File: config.mk
export PLATFORM = sky130hd
export DESIGN_NAME = uart_tx_arbiter
export DESIGN_NICKNAME = d
export VERILOG_FILES = /design/src/rtl/uart_tx_arbiter.sv
export SDC_FILE = /design/constraint.sdc
export NUM_CORES = 1
export LEC_CHECK = 0
export CAP_MARGIN = 10
export CORE_MARGIN = 8
export CORE_UTILIZATION = 42
export CTS_BUF_LIST = sky130_fd_sc_hd__clkbuf_4 sky130_fd_sc_hd__clkbuf_8
export DETAILED_ROUTE_END_ITERATION = 7
export PLACE_DENSITY = 0.76
export SLEW_MARGIN = 25
export SYNTH_ARGS = -nofsm -noshare
export SYNTH_HDL_FRONTEND = slang
export SYNTH_SLANG_ARGS = --single-unit
File: constraint.sdc
create_clock -name clk_i -period 2.5 [get_ports clk_i]
set_clock_uncertainty 0.1 [all_clocks]
set_input_delay 0.25 -clock clk_i [delete_from_list [all_inputs] [get_ports clk_i]]
set_output_delay 0.25 -clock clk_i [all_outputs]
set_load 0.01 [all_outputs]
File: src/rtl/uart_tx_arbiter.sv
// Round-robin, message-granular arbiter that shares one UART transmitter among N_REQ byte streams.
// Each byte is issued only when the UART is ready, then the arbiter waits for the frame to go busy and finish.
//
// state     | meaning
// IDLE      | no owner; pick next requester searching from ptr
// ISSUE     | owner holds grant; hand its next byte to the UART when ready
// WAIT_BUSY | byte issued; wait for UART rdy to drop
// WAIT_DONE | UART shifting the frame; wait for rdy to return
module uart_tx_arbiter #(
    parameter int N_REQ        = 4,
    parameter int HOLD_TIMEOUT = 100000,
    parameter int BUSY_TIMEOUT = 16
) (
    input  logic               clk_i,
    input  logic               rst_i,
    input  logic [8*N_REQ-1:0] req_data_i,
    input  logic [N_REQ-1:0]   req_vld_i,
    input  logic [N_REQ-1:0]   req_last_i,
    output logic [N_REQ-1:0]   req_ack_o,
    output logic [N_REQ-1:0]   grant_o,
    output logic [7:0]         uart_data_o,
    output logic               uart_vld_o,
    input  logic               uart_rdy_i,
    output logic               busy_o,
    output logic               err_o
);

    localparam int IW = $clog2(N_REQ);
    localparam int HW = $clog2(HOLD_TIMEOUT + 1);
    localparam int BW = $clog2(BUSY_TIMEOUT + 1);
    localparam logic [HW-1:0] HOLD_LOAD = HW'(HOLD_TIMEOUT - 1);
    localparam logic [BW-1:0] BUSY_LOAD = BW'(BUSY_TIMEOUT - 1);

    typedef enum logic [1:0] {
        IDLE      = 2'd0,
        ISSUE     = 2'd1,
        WAIT_BUSY = 2'd2,
        WAIT_DONE = 2'd3
    } state_t;

    state_t          state, state_n;
    logic [IW-1:0]   owner, owner_n;
    logic [IW-1:0]   ptr, ptr_n;
    logic [IW-1:0]   release_ptr;
    logic [IW-1:0]   pick, cand;
    logic            found;
    logic [HW-1:0]   hold_cnt, hold_cnt_n;
    logic [BW-1:0]   busy_cnt, busy_cnt_n;
    logic            last_q, last_n;
    logic [N_REQ-1:0] ack_n, grant_n;
    logic [7:0]      data_n;
    logic            vld_n, err_n;

    assign release_ptr = (owner == IW'(N_REQ - 1)) ? '0 : owner + 1'b1;

    // First requesting index at or after ptr, wrapping modulo N_REQ.
    always_comb begin
        found = 1'b0;
        pick  = '0;
        cand  = '0;
        for (int i = 0; i < N_REQ; i++) begin
            cand = IW'((int'(ptr) + i) % N_REQ);
            if (!found && req_vld_i[cand]) begin
                found = 1'b1;
                pick  = cand;
            end
        end
    end

    always_comb begin
        state_n    = state;
        owner_n    = owner;
        ptr_n      = ptr;
        hold_cnt_n = hold_cnt;
        busy_cnt_n = busy_cnt;
        last_n     = last_q;
        data_n     = uart_data_o;
        vld_n      = 1'b0;
        ack_n      = '0;
        err_n      = 1'b0;
        grant_n    = '0;

        unique case (state)
            IDLE: begin
                if (found) begin
                    owner_n    = pick;
                    hold_cnt_n = HOLD_LOAD;
                    state_n    = ISSUE;
                end
            end
            ISSUE: begin
                if (req_vld_i[owner]) begin
                    if (uart_rdy_i) begin
                        vld_n        = 1'b1;
                        data_n       = req_data_i[{owner, 3'b000} +: 8];
                        ack_n[owner] = 1'b1;
                        last_n       = req_last_i[owner];
                        hold_cnt_n   = HOLD_LOAD;
                        busy_cnt_n   = BUSY_LOAD;
                        state_n      = WAIT_BUSY;
                    end
                end else if (hold_cnt == '0) begin
                    err_n   = 1'b1;
                    ptr_n   = release_ptr;
                    state_n = IDLE;
                end else begin
                    hold_cnt_n = hold_cnt - 1'b1;
                end
            end
            WAIT_BUSY: begin
                if (!uart_rdy_i) begin
                    state_n = WAIT_DONE;
                end else if (busy_cnt == '0) begin
                    err_n   = 1'b1;
                    ptr_n   = release_ptr;
                    state_n = IDLE;
                end else begin
                    busy_cnt_n = busy_cnt - 1'b1;
                end
            end
            WAIT_DONE: begin
                if (uart_rdy_i) begin
                    if (last_q) begin
                        ptr_n   = release_ptr;
                        state_n = IDLE;
                    end else begin
                        hold_cnt_n = HOLD_LOAD;
                        state_n    = ISSUE;
                    end
                end
            end
            default: state_n = IDLE;
        endcase

        if (state_n != IDLE) begin
            grant_n[owner_n] = 1'b1;
        end
    end

    always_ff @(posedge clk_i) begin
        if (rst_i) begin
            state       <= IDLE;
            owner       <= '0;
            ptr         <= '0;
            hold_cnt    <= '0;
            busy_cnt    <= '0;
            last_q      <= 1'b0;
            req_ack_o   <= '0;
            grant_o     <= '0;
            uart_data_o <= 8'h00;
            uart_vld_o  <= 1'b0;
            busy_o      <= 1'b0;
            err_o       <= 1'b0;
        end else begin
            state       <= state_n;
            owner       <= owner_n;
            ptr         <= ptr_n;
            hold_cnt    <= hold_cnt_n;
            busy_cnt    <= busy_cnt_n;
            last_q      <= last_n;
            req_ack_o   <= ack_n;
            grant_o     <= grant_n;
            uart_data_o <= data_n;
            uart_vld_o  <= vld_n;
            busy_o      <= (state_n != IDLE);
            err_o       <= err_n;
        end
    end

endmodule

==> flow_metrics.py, run 1 <==
metrics = {
    "synth": {
        "seq_area_frac_synth": 0.345,
        "synth_flop_cell": "dfxtp_1",
        "yosysTopAreaCell": "dfxtp_1",
        "synth-simple-area-share": 0.233,
        "synth_fa_ha_area_frac": 0.0585,
        "synth_cell_types": 64,
        "synth_xor_area_frac": 0,
        "syn_avg_cell_area_um2": 9.09,
        "mappedNetlistArea_um2": 2780,
        "yosysWarnings": 0,
        "synth_compound_area_frac": 0.195,
        "syn_inst": 306,
        "synth_top_family_by_area": "simple AND/OR/NAND/NOR gates",
        "synthTopCellsByArea": "dfxtp_1 (35%), mux4_2 (8.1%), ha_1 (5.8%)",
        "synth-seq-cells": 48,
        "yosysMostFrequentCell": "dfxtp_1",
        "synthArstFlopShare": 0,
        "synth_common_cells": "dfxtp_1 (48), nand2_1 (32), a21oi_1 (24)",
        "yosys.area.top_type_share": 0.345,
        "synth_edf_count": 0,
        "muxShareOfSynthArea": 0.103,
        "syn_nets": 362,
    },
    "detailed_routing": {
        "via_per_inst": 5.72,
        "dr.pass1.iters": 4,
        "post-route-drc-count": 0,
        "post_drt_wl_per_cell_um": 16.2,
        "antenna_left": 0,
        "vias": 2604,
        "drt_wl_total_um": 7360,
        "drt-initial-drc-count": 124,
    },
    "clocking": {
        "clkSlewWorstSetupHoldPaths_ns": 0.09,
        "cts_buffers": 5,
        "clk_path_buf_depth": 2,
        "hold_buffers": 0,
        "cts_setup_buffers": 0,
        "clock_latency_ns": 0.30,
        "cts_tree": "yes",
        "cts-root-buf": "clkbuf_8",
        "htreeDepth": 2,
        "numClockSinks": 48,
    },
    "sta": {
        "postLayoutSetupSlackWorst_ns": 0.0548,
        "relSlewSlack": 0.546,
        "finalSetupViolCount": 0,
        "fin_crit_sh": 0.978,
        "fmax_mhz": 409,
        "hold_viol": 0,
        "min_period_ns": 2.45,
        "finalMaxSlewViolations": 0,
        "worst_pin_slew_ns": 0.675,
    },
    "floorplan": {
        "io_pins": 62,
        "rows": 29,
        "die_y_um": 97.4,
        "die_w_um": 97.4,
        "coreArea_um2": 6390,
        "die-area_um2": 9490,
        "initial_core_util": 0.436,
    },
    "job": {
        "cap_viol_max_count": 0,
    },
    "global_routing": {
        "grt_overflow": 0,
        "grt.total_usage": 0.151,
        "grt_max_degree": 18,
        "grt_pass1_vias": 2534,
        "grt_first_pass_wirelength_um": 12200,
        "grt_antenna_before_repair": 0,
    },
    "pwr": {
        "total_power_uw": 2770,
        "leakage_uw": 0.00135,
        "power_density_nw_per_um2": 764,
        "vdd_drop_max_mv": 0.500,
    },
    "worst_setup_path": {
        "critPathCaptureType": "flip-flop",
        "rrSetupSlack_ns": 0.05,
        "worstPathRequired_ns": 2.60,
        "cp_max_fo": 12,
        "cp.depth": 7,
        "critical_path.slowest_cell": "a2111oi_0",
        "timing.rr.end": "grant_o[0]",
        "r2r-start": "state[0]",
        "reg2reg_depth": 7,
        "arrival_ns": 2.55,
        "setup.worst_path.start_class": "flip-flop",
        "critPathKind": "flip-flop to flip-flop",
        "critical-path-max-stage-delay_ns": 0.54,
        "cp_cell_sequence": "inv_1, ha_1, buf_4, a2111oi_0, a2111oi_1, a211oi_2, and3b_1",
        "critical_path.top_delay_family": "compound AO/OA/AOI/OAI gates",
        "critPathBufInv": 2,
    },
    "min_path": {
        "min_to": "uart_data_o[1]",
        "holdPathStages": 2,
        "hold_class": "flip-flop to flip-flop",
        "hold_path_startpoint": "uart_data_o[1]",
    },
    "finish": {
        "num_antenna_cells": 0,
        "stdcell_count": 455,
        "fin_area_um2": 3620,
        "nets": 433,
        "drive_gt1_frac": 0.135,
        "synthToLayoutAreaGrowth_pct": 30.2,
    },
    "place": {
        "placed_cells": 447,
        "dp_slack_ns": -0.0263,
        "placed_area_um2": 3500,
        "hpwl_um": 5580,
        "port_buffers": 61,
        "place_congestion": 0.840,
    },
    "status": {
        "status": "finished clean",
    },
}
worst max path at each step:
stage,start,to,slack (ns)
5_1_grt,state[0],grant_o[0],-0.13
6_report,state[0],grant_o[0],0.05
2_1_floorplan,owner[0],hold_cnt[14],0.34
3_5_place_dp,req_vld_i[2],hold_cnt[14],-0.03
4_1_cts,state[1],hold_cnt[14],0.09
3_3_place_gp,req_vld_i[2],hold_cnt[6],0.06
cells by family (layout without fill, tap and decap cells):
kind of cell	count (synthesis)	count (layout)
DFF	48	48
muxes	16	16
AOI/OAI and AO/OA	77	77
and+or+nand+nor	120	120
adders and majority gates	13	13
buffers and inverters	32	104
state kept, by name (all words and copies together), names as in the netlist:
register and flops:
uart_vld_o 1, uart_data_o 8, err_o 1, last_q 1, hold_cnt 17, ptr 2, busy_o 1, busy_cnt 5
req_ack_o 4, owner 2, state 2, grant_o 4
per-stage QoR:
| stage | util | setup TNS (ns) | hold WS, ns |
|---|---|---|---|
| 2_1_floorplan | - | 0 | 0.335 |
| 5_1_grt | 0.567 | -0.289 | 0.386 |
| 3_3_place_gp | 0.549 | 0 | 0.342 |
| 6_report | 0.567 | 0 | 0.358 |
| 3_5_place_dp | 0.549 | -0.0656 | 0.348 |
| 4_1_cts | 0.566 | 0 | 0.360 |
layout make-up:
cell class,instances,area [um2]
clock inverter,2,35.0
sequential,48,961
timing repair buffer,78,738
clock buffer,6,76.3
tap,77,96.3
inverter,18,67.6
fill,549,2760
multi-input combinational,226,1650
placed cells by master (no fill, tap or decap), types with 3 or more instances in the layout:
cell / synthesis / final
a211oi_1: 5 / 5
a21o_1: 5 / 5
a21oi_1: 24 / 24
a311oi_1: 10 / 10
and2_1: 5 / 5
and3_1: 3 / 3
buf_4: 1 / 17
clkbuf_8: 4 / 5
clkdlybuf4s50_1: 0 / 61
dfxtp_1: 48 / 48
ha_1: 13 / 13
inv_1: 18 / 18
mux2i_1: 5 / 5
mux4_2: 10 / 10
nand2_1: 32 / 32
nand2b_1: 5 / 5
nand3_1: 4 / 4
nor2_1: 22 / 22
nor3_1: 10 / 10
nor4_1: 8 / 8
o21ai_0: 5 / 5
o31ai_1: 4 / 4
or3_1: 3 / 3
or4_1: 3 / 3
power by group:
group          switching, uW  internal (uW)
combinational            610            576
clock                    259            308
sequential               115            899
metal layers:
layer | wire length [um] | vias to the layer above | GRT usage | part of all wire
li1 | - | 1279 | - | -
met1 | 3500 | 1213 | 0.201 | 0.48
met2 | 3270 | 103 | 0.234 | 0.44
met3 | 506 | 9 | 0.0405 | 0.069
met4 | 78 | 0 | 0.0408 | 0.011
met5 | 0 | - | 0 | 0
worst reg2reg max path: cells and delay by family (launching register included):
kind / cells / cell delay, ns
AOI/OAI and AO/OA: 3 / 1.05
and+or+nand+nor: 1 / 0.22
DFF: 1 / 0.45
adders and majority gates: 1 / 0.24
buffers and inverters: 2 / 0.32
what timing repair did:
action,in CTS,in global routing
resized for setup,0,2
endpoints found under the setup margin,0,20
endpoints found under the hold margin,0,0
(Power assumes the default switching activity.)
==> inputs of run 2 (changes only) <==
Settings changed: CELL_PAD_IN_SITES_DETAIL_PLACEMENT set to 1, CELL_PAD_IN_SITES_GLOBAL_PLACEMENT set to 1, CORE_UTILIZATION 42 to 39, PLACE_DENSITY 0.76 to 0.9.
==> flow_metrics.py, run 2 (same netlist as run 1, synthesis figures left out) <==
metrics = {
    "place": {
        "place_congestion": 0.892,
        "hpwl_um": 7420,
        "dp_slack_ns": -0.0554,
        "port_buffers": 61,
    },
    "finish": {
        "reg_top3": "hold_cnt: 17 flops, uart_data_o: 8 flops, busy_cnt: 5 flops",
        "fillers": 799,
        "largest_reg_flops": 17,
        "num_antenna_cells": 0,
        "drive_gt1_frac": 0.154,
        "layout_common_cells": "clkdlybuf4s50_1 (61), dfxtp_1 (48), nand2_1 (32)",
        "largest-register": "hold_cnt",
        "nets": 439,
        "synthToLayoutAreaGrowth_pct": 34.0,
        "final_common_cell": "clkdlybuf4s50_1",
    },
    "clocking": {
        "cts_setup_buffers": 0,
        "htreeDepth": 2,
        "cts_buffers": 5,
        "post_cts_resized": 1,
        "clkSlewWorstSetupHoldPaths_ns": 0.10,
        "hold_buffers": 0,
        "numClockSinks": 48,
        "cts_tree": "yes",
        "cts-root-buf": "clkbuf_8",
        "clk_path_buf_depth": 2,
        "clock_latency_ns": 0.31,
    },
    "pwr": {
        "power_frac_seq": 0.340,
        "power_frac_clock": 0.227,
        "power_density_nw_per_um2": 812,
        "sw_frac_of_total": 0.367,
        "comb_power_share": 0.434,
        "leakage_uw": 0.00139,
        "p_sw_uw": 1110,
        "vdd_drop_max_mv": 0.353,
        "p_int_uw": 1920,
    },
    "global_routing": {
        "grt_antenna_before_repair": 0,
        "grt_overflow": 0,
        "grt_pass1_vias": 2991,
        "grt_first_pass_wirelength_um": 15400,
        "grt_max_degree": 22,
        "grt.total_usage": 0.190,
    },
    "detailed_routing": {
        "dr.pass1.iters": 4,
        "drt_wl_total_um": 9690,
        "via_per_inst": 5.74,
        "post_drt_wl_per_cell_um": 20.2,
        "drt-initial-drc-count": 158,
        "post-route-drc-count": 0,
        "vias": 2755,
        "antenna_left": 0,
    },
    "sta": {
        "finalSetupViolCount": 0,
        "fin_hold_ws_ns": 0.367,
        "hold_viol": 0,
        "fin_crit_sh": 0.989,
        "finalMaxSlewViolations": 0,
        "min_period_ns": 2.47,
        "worst_pin_slew_ns": 0.671,
        "final.setup.tns_ns": 0,
        "postLayoutSetupSlackWorst_ns": 0.0267,
        "fmax_mhz": 404,
        "relSlewSlack": 0.551,
    },
    "worst_setup_path": {
        "reg2reg_depth": 6,
        "rrSetupSlack_ns": 0.03,
        "cp_cell_sequence": "inv_1, ha_1, buf_4, or3_1, a21oi_1, mux2_2",
        "critical_path.top_delay_family": "flip-flops",
        "r2r-start": "state[0]",
        "critical-path-max-stage-delay_ns": 0.48,
        "timing.rr.end": "ptr[0]",
        "critPathCaptureType": "flip-flop",
        "worstPathRequired_ns": 2.61,
        "setup.worst_path.start_class": "flip-flop",
        "cp_max_fo": 8,
        "arrival_ns": 2.58,
        "critPathBufInv": 2,
        "critPathKind": "flip-flop to flip-flop",
        "critical_path.slowest_cell": "dfxtp_1",
    },
    "floorplan": {
        "rows": 30,
        "coreArea_um2": 6870,
        "die-area_um2": 10100,
        "io_pins": 62,
        "initial_core_util": 0.405,
        "die_y_um": 100,
        "die_w_um": 100,
    },
    "min_path": {
        "hold_path_startpoint": "uart_data_o[2]",
        "hold_class": "flip-flop to flip-flop",
        "holdPathStages": 2,
        "min_to": "uart_data_o[2]",
    },
    "job": {
        "cap_viol_max_count": 0,
    },
    "status": {
        "status": "finished clean",
    },
}
run 2: power by group through the flow:
stage                     sequential, uW  combinational [uW]  clock, uW
after floorplan                     1030                 794          0
after global placement              1030                1200          0
after detailed placement            1040                1280          0
after CTS                           1020                1290        700
after global routing                1040                1430        728
final                               1030                1310        687
run 2: per-stage QoR:
stage          power, uW  cells  utilization  area (um2)
5_1_grt             3200    480        0.543        3730
4_1_cts             3020    480        0.540        3710
3_5_place_dp        2310    472        0.520        3570
3_3_place_gp        2220    472        0.520        3570
2_1_floorplan       1830    306            -        2780
6_report            3030    480        0.543        3730
run 2: worst max-delay path by stage:
stage,slack [ns],cells after the start,from,endpoint
floorplan,0.34,7,owner[0],hold_cnt[14]
global placement,0.07,7,req_vld_i[2],hold_cnt[12]
detailed placement,-0.06,7,uart_rdy_i,grant_o[2]
CTS,0.05,6,state[0],hold_cnt[11]
global route,-0.04,7,state[0],hold_cnt[14]
finish,0.03,6,state[0],ptr[0]
run 2: worst min-delay path, cell delays in order, from the launching register on:
cell	delay, ns
dfxtp_1	0.33
nand2_1	0.05
a21oi_1	0.05
run 2: metal layers:
metal	GRT usage	vias up	share of wire	routed length [um]
li1	-	1295	-	-
met1	0.209	1356	0.40	3910
met2	0.348	89	0.51	4970
met3	0.0483	15	0.069	667
met4	0.0581	0	0.015	147
met5	0	-	0	0
run 2: area by class of cell:
class	instances	area, um2	area share
clock buffers	5	68.8	0.0185
clock inverters	3	68.8	0.0185
inverters	18	67.6	0.0181
multi-input cells	226	1660	0.445
flip-flops and latches	48	961	0.258
well taps	96	120	0.0322
repair buffers	84	783	0.210
